**src/rtl/rom_stream_pkg.sv**
```systemverilog
// Shared types and widths for the ROM stream reader.
// Imported by the sequencer top.
package rom_stream_pkg;

  localparam int AW = 8;
  localparam int DW = 8;
  localparam int LW = 9;

  typedef enum logic [1:0] {
    IDLE  = 2'd0,
    RUN   = 2'd1,
    DRAIN = 2'd2
  } state_t;

endpackage

```
**src/rtl/sync_fifo.sv**
```systemverilog
// Single-clock FIFO with occupancy count.
// Push and pop in one cycle leave the count unchanged.
module sync_fifo #(
  parameter int W     = 9,
  parameter int DEPTH = 4
) (
  input  logic                   clk,
  input  logic                   rst_n,
  input  logic                   push,
  input  logic [W-1:0]           din,
  input  logic                   pop,
  output logic [W-1:0]           dout,
  output logic                   full,
  output logic                   empty,
  output logic [$clog2(DEPTH):0] count
);

  localparam int AW = $clog2(DEPTH);
  localparam int CW = AW + 1;

  logic [W-1:0]  mem_q [DEPTH];
  logic [W-1:0]  mem_d [DEPTH];
  logic [AW-1:0] wp_q, wp_d;
  logic [AW-1:0] rp_q, rp_d;
  logic [CW-1:0] cnt_q, cnt_d;

  // Next pointers, storage and occupancy
  always_comb begin
    mem_d = mem_q;
    wp_d  = wp_q;
    rp_d  = rp_q;
    cnt_d = cnt_q;
    if (push) begin
      mem_d[wp_q] = din;
      wp_d        = wp_q + 1'b1;
    end
    if (pop) begin
      rp_d = rp_q + 1'b1;
    end
    case ({push, pop})
      2'b10:   cnt_d = cnt_q + 1'b1;
      2'b01:   cnt_d = cnt_q - 1'b1;
      default: cnt_d = cnt_q;
    endcase
  end

  // State registers
  always_ff @(posedge clk or negedge rst_n) begin
    if (!rst_n) begin
      for (int i = 0; i < DEPTH; i++) mem_q[i] <= '0;
      wp_q  <= '0;
      rp_q  <= '0;
      cnt_q <= '0;
    end else begin
      mem_q <= mem_d;
      wp_q  <= wp_d;
      rp_q  <= rp_d;
      cnt_q <= cnt_d;
    end
  end

  assign dout  = mem_q[rp_q];
  assign full  = (cnt_q == CW'(DEPTH));
  assign empty = (cnt_q == '0);
  assign count = cnt_q;

  a_no_underflow: assert property (
    @(posedge clk) disable iff (!rst_n) !(pop && empty));

endmodule

```
**src/rtl/rom_stream_reader.sv**
```systemverilog
// Burst reader for a fixed-latency ROM, credit-limited
// so every returned byte fits in the output FIFO.
module rom_stream_reader
  import rom_stream_pkg::*;
#(
  parameter int RD_LAT = 1,
  parameter int DEPTH  = 4
) (
  input  logic          clk,
  input  logic          resetn,
  input  logic          start,
  input  logic [AW-1:0] base_addr,
  input  logic [LW-1:0] len,
  output logic          busy,
  output logic          done,
  output logic [AW-1:0] rom_addr,
  output logic          rom_ce,
  output logic          rom_ren,
  input  logic [DW-1:0] rom_data,
  output logic          m_valid,
  output logic [DW-1:0] m_data,
  output logic          m_last,
  input  logic          m_ready
);

  localparam int CW = $clog2(DEPTH) + 1;
  localparam logic [CW-1:0] DEPTH_C = CW'(DEPTH);

  state_t            state_q, state_d;
  logic [AW-1:0]     addr_q, addr_d;
  logic [LW-1:0]     issue_q, issue_d;
  logic [LW-1:0]     beat_q, beat_d;
  logic              done_q, done_d;
  logic [RD_LAT-1:0] pipe_q, pipe_d;

  logic [CW-1:0] occ;
  logic [CW-1:0] infl;
  logic          credit;
  logic          issue;
  logic          push;
  logic          pop;
  logic          full;
  logic          empty;
  logic [DW:0]   head;

  // Reads still travelling through the ROM
  always_comb begin
    infl = '0;
    for (int i = 0; i < RD_LAT; i++) begin
      infl = infl + CW'(pipe_q[i]);
    end
  end

  assign credit = (occ + infl) < DEPTH_C;
  assign issue  = (state_q == RUN) && (issue_q != '0) && credit;
  assign push   = pipe_q[RD_LAT-1];
  assign pop    = m_valid && m_ready;

  // Sequencer next state, counters and in-flight pipe
  always_comb begin
    state_d = state_q;
    addr_d  = addr_q;
    issue_d = issue_q;
    beat_d  = beat_q;
    done_d  = 1'b0;
    pipe_d[0] = issue;
    for (int i = 1; i < RD_LAT; i++) begin
      pipe_d[i] = pipe_q[i-1];
    end
    if (issue) begin
      addr_d  = addr_q + 1'b1;
      issue_d = issue_q - 1'b1;
    end
    if (push) begin
      beat_d = beat_q - 1'b1;
    end
    unique case (state_q)
      IDLE: begin
        if (start) begin
          if (len != '0) begin
            state_d = RUN;
            addr_d  = base_addr;
            issue_d = len;
            beat_d  = len;
          end else begin
            done_d = 1'b1;
          end
        end
      end
      RUN: begin
        if (issue && issue_q == LW'(1)) state_d = DRAIN;
      end
      DRAIN: begin
        if (pop && m_last) begin
          state_d = IDLE;
          done_d  = 1'b1;
        end
      end
      default: state_d = IDLE;
    endcase
  end

  // Sequencer registers
  always_ff @(posedge clk or negedge resetn) begin
    if (!resetn) begin
      state_q <= IDLE;
      addr_q  <= '0;
      issue_q <= '0;
      beat_q  <= '0;
      done_q  <= 1'b0;
      pipe_q  <= '0;
    end else begin
      state_q <= state_d;
      addr_q  <= addr_d;
      issue_q <= issue_d;
      beat_q  <= beat_d;
      done_q  <= done_d;
      pipe_q  <= pipe_d;
    end
  end

  sync_fifo #(
    .W     (DW + 1),
    .DEPTH (DEPTH)
  ) u_fifo (
    .clk   (clk),
    .rst_n (resetn),
    .push  (push),
    .din   ({beat_q == LW'(1), rom_data}),
    .pop   (pop),
    .dout  (head),
    .full  (full),
    .empty (empty),
    .count (occ)
  );

  assign busy     = (state_q != IDLE);
  assign done     = done_q;
  assign rom_addr = addr_q;
  assign rom_ce   = issue;
  assign rom_ren  = issue;
  assign m_valid  = !empty;
  assign m_data   = m_valid ? head[DW-1:0] : '0;
  assign m_last   = m_valid && head[DW];

  a_no_overflow: assert property (
    @(posedge clk) disable iff (!resetn) !(push && full && !pop));

endmodule
```
**config.mk**
```make
export PLATFORM = sky130hd
export DESIGN_NAME = rom_stream_reader
export DESIGN_NICKNAME = d
export VERILOG_FILES = /design/src/rtl/rom_stream_pkg.sv /design/src/rtl/sync_fifo.sv /design/src/rtl/rom_stream_reader.sv
export SDC_FILE = /design/constraint.sdc
export NUM_CORES = 1
export LEC_CHECK = 0
export BUFFER_PORTS_ARGS = -buffer_cell sky130_fd_sc_hd__buf_2
export CORE_ASPECT_RATIO = 0.9
export CORE_UTILIZATION = 50
export CTS_BUF_LIST = sky130_fd_sc_hd__clkbuf_4 sky130_fd_sc_hd__clkbuf_8 sky130_fd_sc_hd__clkbuf_16
export CTS_CLUSTER_DIAMETER = 30
export DETAILED_ROUTE_END_ITERATION = 16
export PLACE_DENSITY_LB_ADDON = 0.08
export SKIP_CTS_REPAIR_TIMING = 1
export SYNTH_ARGS = -nofsm -noshare
export SYNTH_HDL_FRONTEND = slang
export SYNTH_SLANG_ARGS = --single-unit
```
**constraint.sdc**
```tcl
create_clock -name clk -period 3.95 [get_ports clk]
set_input_delay 0 -clock clk [delete_from_list [all_inputs] [get_ports clk]]
set_output_delay 0 -clock clk [all_outputs]
set_load 0.1 [all_outputs]
```
==> reports/metrics.cfg <==
[status]
status=complete, but fails checks
violations=negative hold slack

[setup_path]
critPathMaxFanout=18
startpoint_type=register
critPathBufInv=1
worstPathArrival_ns=2.57
critical-path-top-delay-family=multiplexers
crit_type=reg -> out
worst_path_largest_cell_delay_ns=0.75
critical-path-slowest-cell=mux2i_2
cp_data_required_time_ns=3.95
path_cells=and3_1 > mux2i_2 > nor2_1 > buf_2
endpoint_kind=output pin

[logic_synthesis]
synth_area_per_cell_um2=11.2
synth_top_area_share=0.485
synth.largest_area_cell=dfrtp_1
synth-edff-count=0
ys_seq_area_frac=0.485
synth_area_leaders=dfrtp_1 48%, mux2_2 9.9%, mux4_2 5.4%
synth_top_flop_cell=dfrtp_1
ys_types=46
synth-warning-count=0
synthesis.nets=375
synthCells=335
synth_area_um2=3770
ys_ff_latch=73
async_reset_ff_frac=1.00

[global_routing]
grt_antenna_before_repair=0
grt_pass1_vias=2724
overflow=0
grt_max_degree=41
gr-usage-all-layers=0.226
grt_pass1_wl_mm=13.5

[cells_and_area]
drive_above_1_share=0.299
num_antenna_cells=0
final_nets=446
finalNonFillerCells=504
syn_to_final_growth_pct=19.3

[drt]
dr.pass1.iters=4
vias=2791
drcViolationCount=0
wire_per_inst_um=15.9
wl_mm=8.01
via_per_inst=5.54
drt-initial-drc-count=213
antenna_left=0

[timing]
max_freq_mhz=390
max-slew-margin-rel=0.269
rsz0062_at_grt=false
whs_ns=-0.0263
finalMaxSlewViolations=0
period_minus_slack_ns=2.57
hold_viol=4
finClkSkew_ns=0.00814
tightestPinTransition_ns=1.10
setup_viol=0
fin_crit_sh=0.650
setup_tns_ns=0

[place]
port_buffers=50
dp_cells=465
hpwl_mm=5.41
gp_congestion=0.831

[die]
fp.dieW_um=93.5
pin_count=51
rows=29
core_area_um2=7180
die_area_um2=7890
die_h_um=84.4
start_util=0.524

[clock_network]
clk_path_buf_depth=2
cts_max_level=3
cts_inserted_buffers=9
cts.sinks=73
cts_root_buf=clkbuf_8
clkLatencyLatePin_ns=0.35
cts_tree=yes
cts.clk_slew.worst_paths_ns=0.07

[hold_path]
hold_class=in -> reg

[flow_run]
cap_viol_max_count=0

-- sequential cells by signal, summed over array words and instances (netlist names) --
signal / count
beat_q: 9
done: 1
issue_q: 9
pipe_q: 1
rom_addr: 8
state_q: 2
u_fifo.count: 3
u_fifo.mem_q: 36
u_fifo.rp_q: 2
u_fifo.wp_q: 2
-- logic make-up after synthesis --
group / Yosys count / share of synthesized area
and+or+nand+nor: 97 / 0.138
DFF: 73 / 0.485
AOI/OAI and AO/OA: 64 / 0.111
muxes: 43 / 0.156
buffers and inverters: 33 / 0.0392
xor gates and xnor gates: 14 / 0.0325
adders and majority gates: 11 / 0.0385
-- layout by cell type, fill, tap and decap left out, types with 5 or more instances in the layout --
cell type and instances:
dfrtp_1 73, buf_2 50, mux2_2 33, nor2_1 23, dlygate4sd3_1 23, nand2_1 22
inv_1 18, a21oi_1 16, a31oi_1 15, o21ai_0 12, and2_1 10, ha_1 10
mux4_2 9, clkbuf_8 9, nor3_1 7, xnor2_1 7, xor2_1 7, nand4_1 6
o41ai_1 5, nand3_1 5, o31ai_1 5
-- cell usage after synthesis, drive strengths merged, types with 6 or more instances --
cell type,instances
a21oi,16
a31oi,16
and2,10
buf,11
dfrtp,73
ha,10
inv,18
mux2,33
mux4,9
nand2,22
nand4,6
nor2,23
nor3,7
o21ai,12
o31ai,6
xnor2,7
xor2,7
-- worst paths after layout --
check	startpoint	to	slack, ns	cells after the start
min in group asynchronous	resetn	issue_q[6]$_DFF_PN0_	0.26	2
setup reg to reg	issue_q[0]$_DFF_PN0_	issue_q[1]$_DFF_PN0_	1.66	6
max in group asynchronous	resetn	u_fifo.mem_q[6]$_DFFE_PN0P_	2.69	3
hold / removal	len[5]	beat_q[5]$_DFF_PN0_	-0.03	3
setup / recovery	pipe_q$_DFF_PN0_	rom_ce	1.38	4
hold reg to reg	u_fifo.mem_q[17]$_DFFE_PN0P_	u_fifo.mem_q[17]$_DFFE_PN0P_	0.48	2
-- layer usage --
| metal | up-vias | part of all wire | global-route usage |
|---|---|---|---|
| li1 | 1362 | - | - |
| met2 | 74 | 0.44 | 0.325 |
| met1 | 1347 | 0.50 | 0.332 |
| met4 | 0 | 0.0099 | 0.0671 |
| met3 | 8 | 0.043 | 0.0679 |
| met5 | - | 0 | 0 |
-- final cells by class --
class	count	area (um^2)
fill	622	2690
multi-input combinational	229	1790
inverter	18	67.6
tap	93	116
clock buffer	11	139
timing repair buffer	75	495
clock inverter	5	56.3
sequential	73	1830
-- metrics by stage --
| step | cell area [um^2] | worst slack (ns) | utilization | hold WS, ns |
|---|---|---|---|---|
| finish | 4490 | 1.38 | 0.626 | -0.0263 |
| global route | 4490 | 1.18 | 0.626 | 0.000310 |
| CTS | 4260 | 1.40 | 0.594 | -0.258 |
| detailed placement | 4070 | 1.70 | 0.566 | 0.130 |
| global placement | 4070 | 1.74 | 0.566 | 0.129 |
| floorplan | 3770 | 0.934 | - | -0.296 |
-- worst reg2reg max path, delay by kind of cell (launching register included) --
| family | cells | cell delay, ns |
|---|---|---|
| AOI/OAI and AO/OA | 1 | 0.18 |
| adders and majority gates | 1 | 0.30 |
| buffers and inverters | 1 | 0.11 |
| DFF | 1 | 0.44 |
| and+or+nand+nor | 3 | 1.18 |
Power is not shown: default switching activity piles up to over one toggle a cycle in this logic, so the estimate is an artifact.
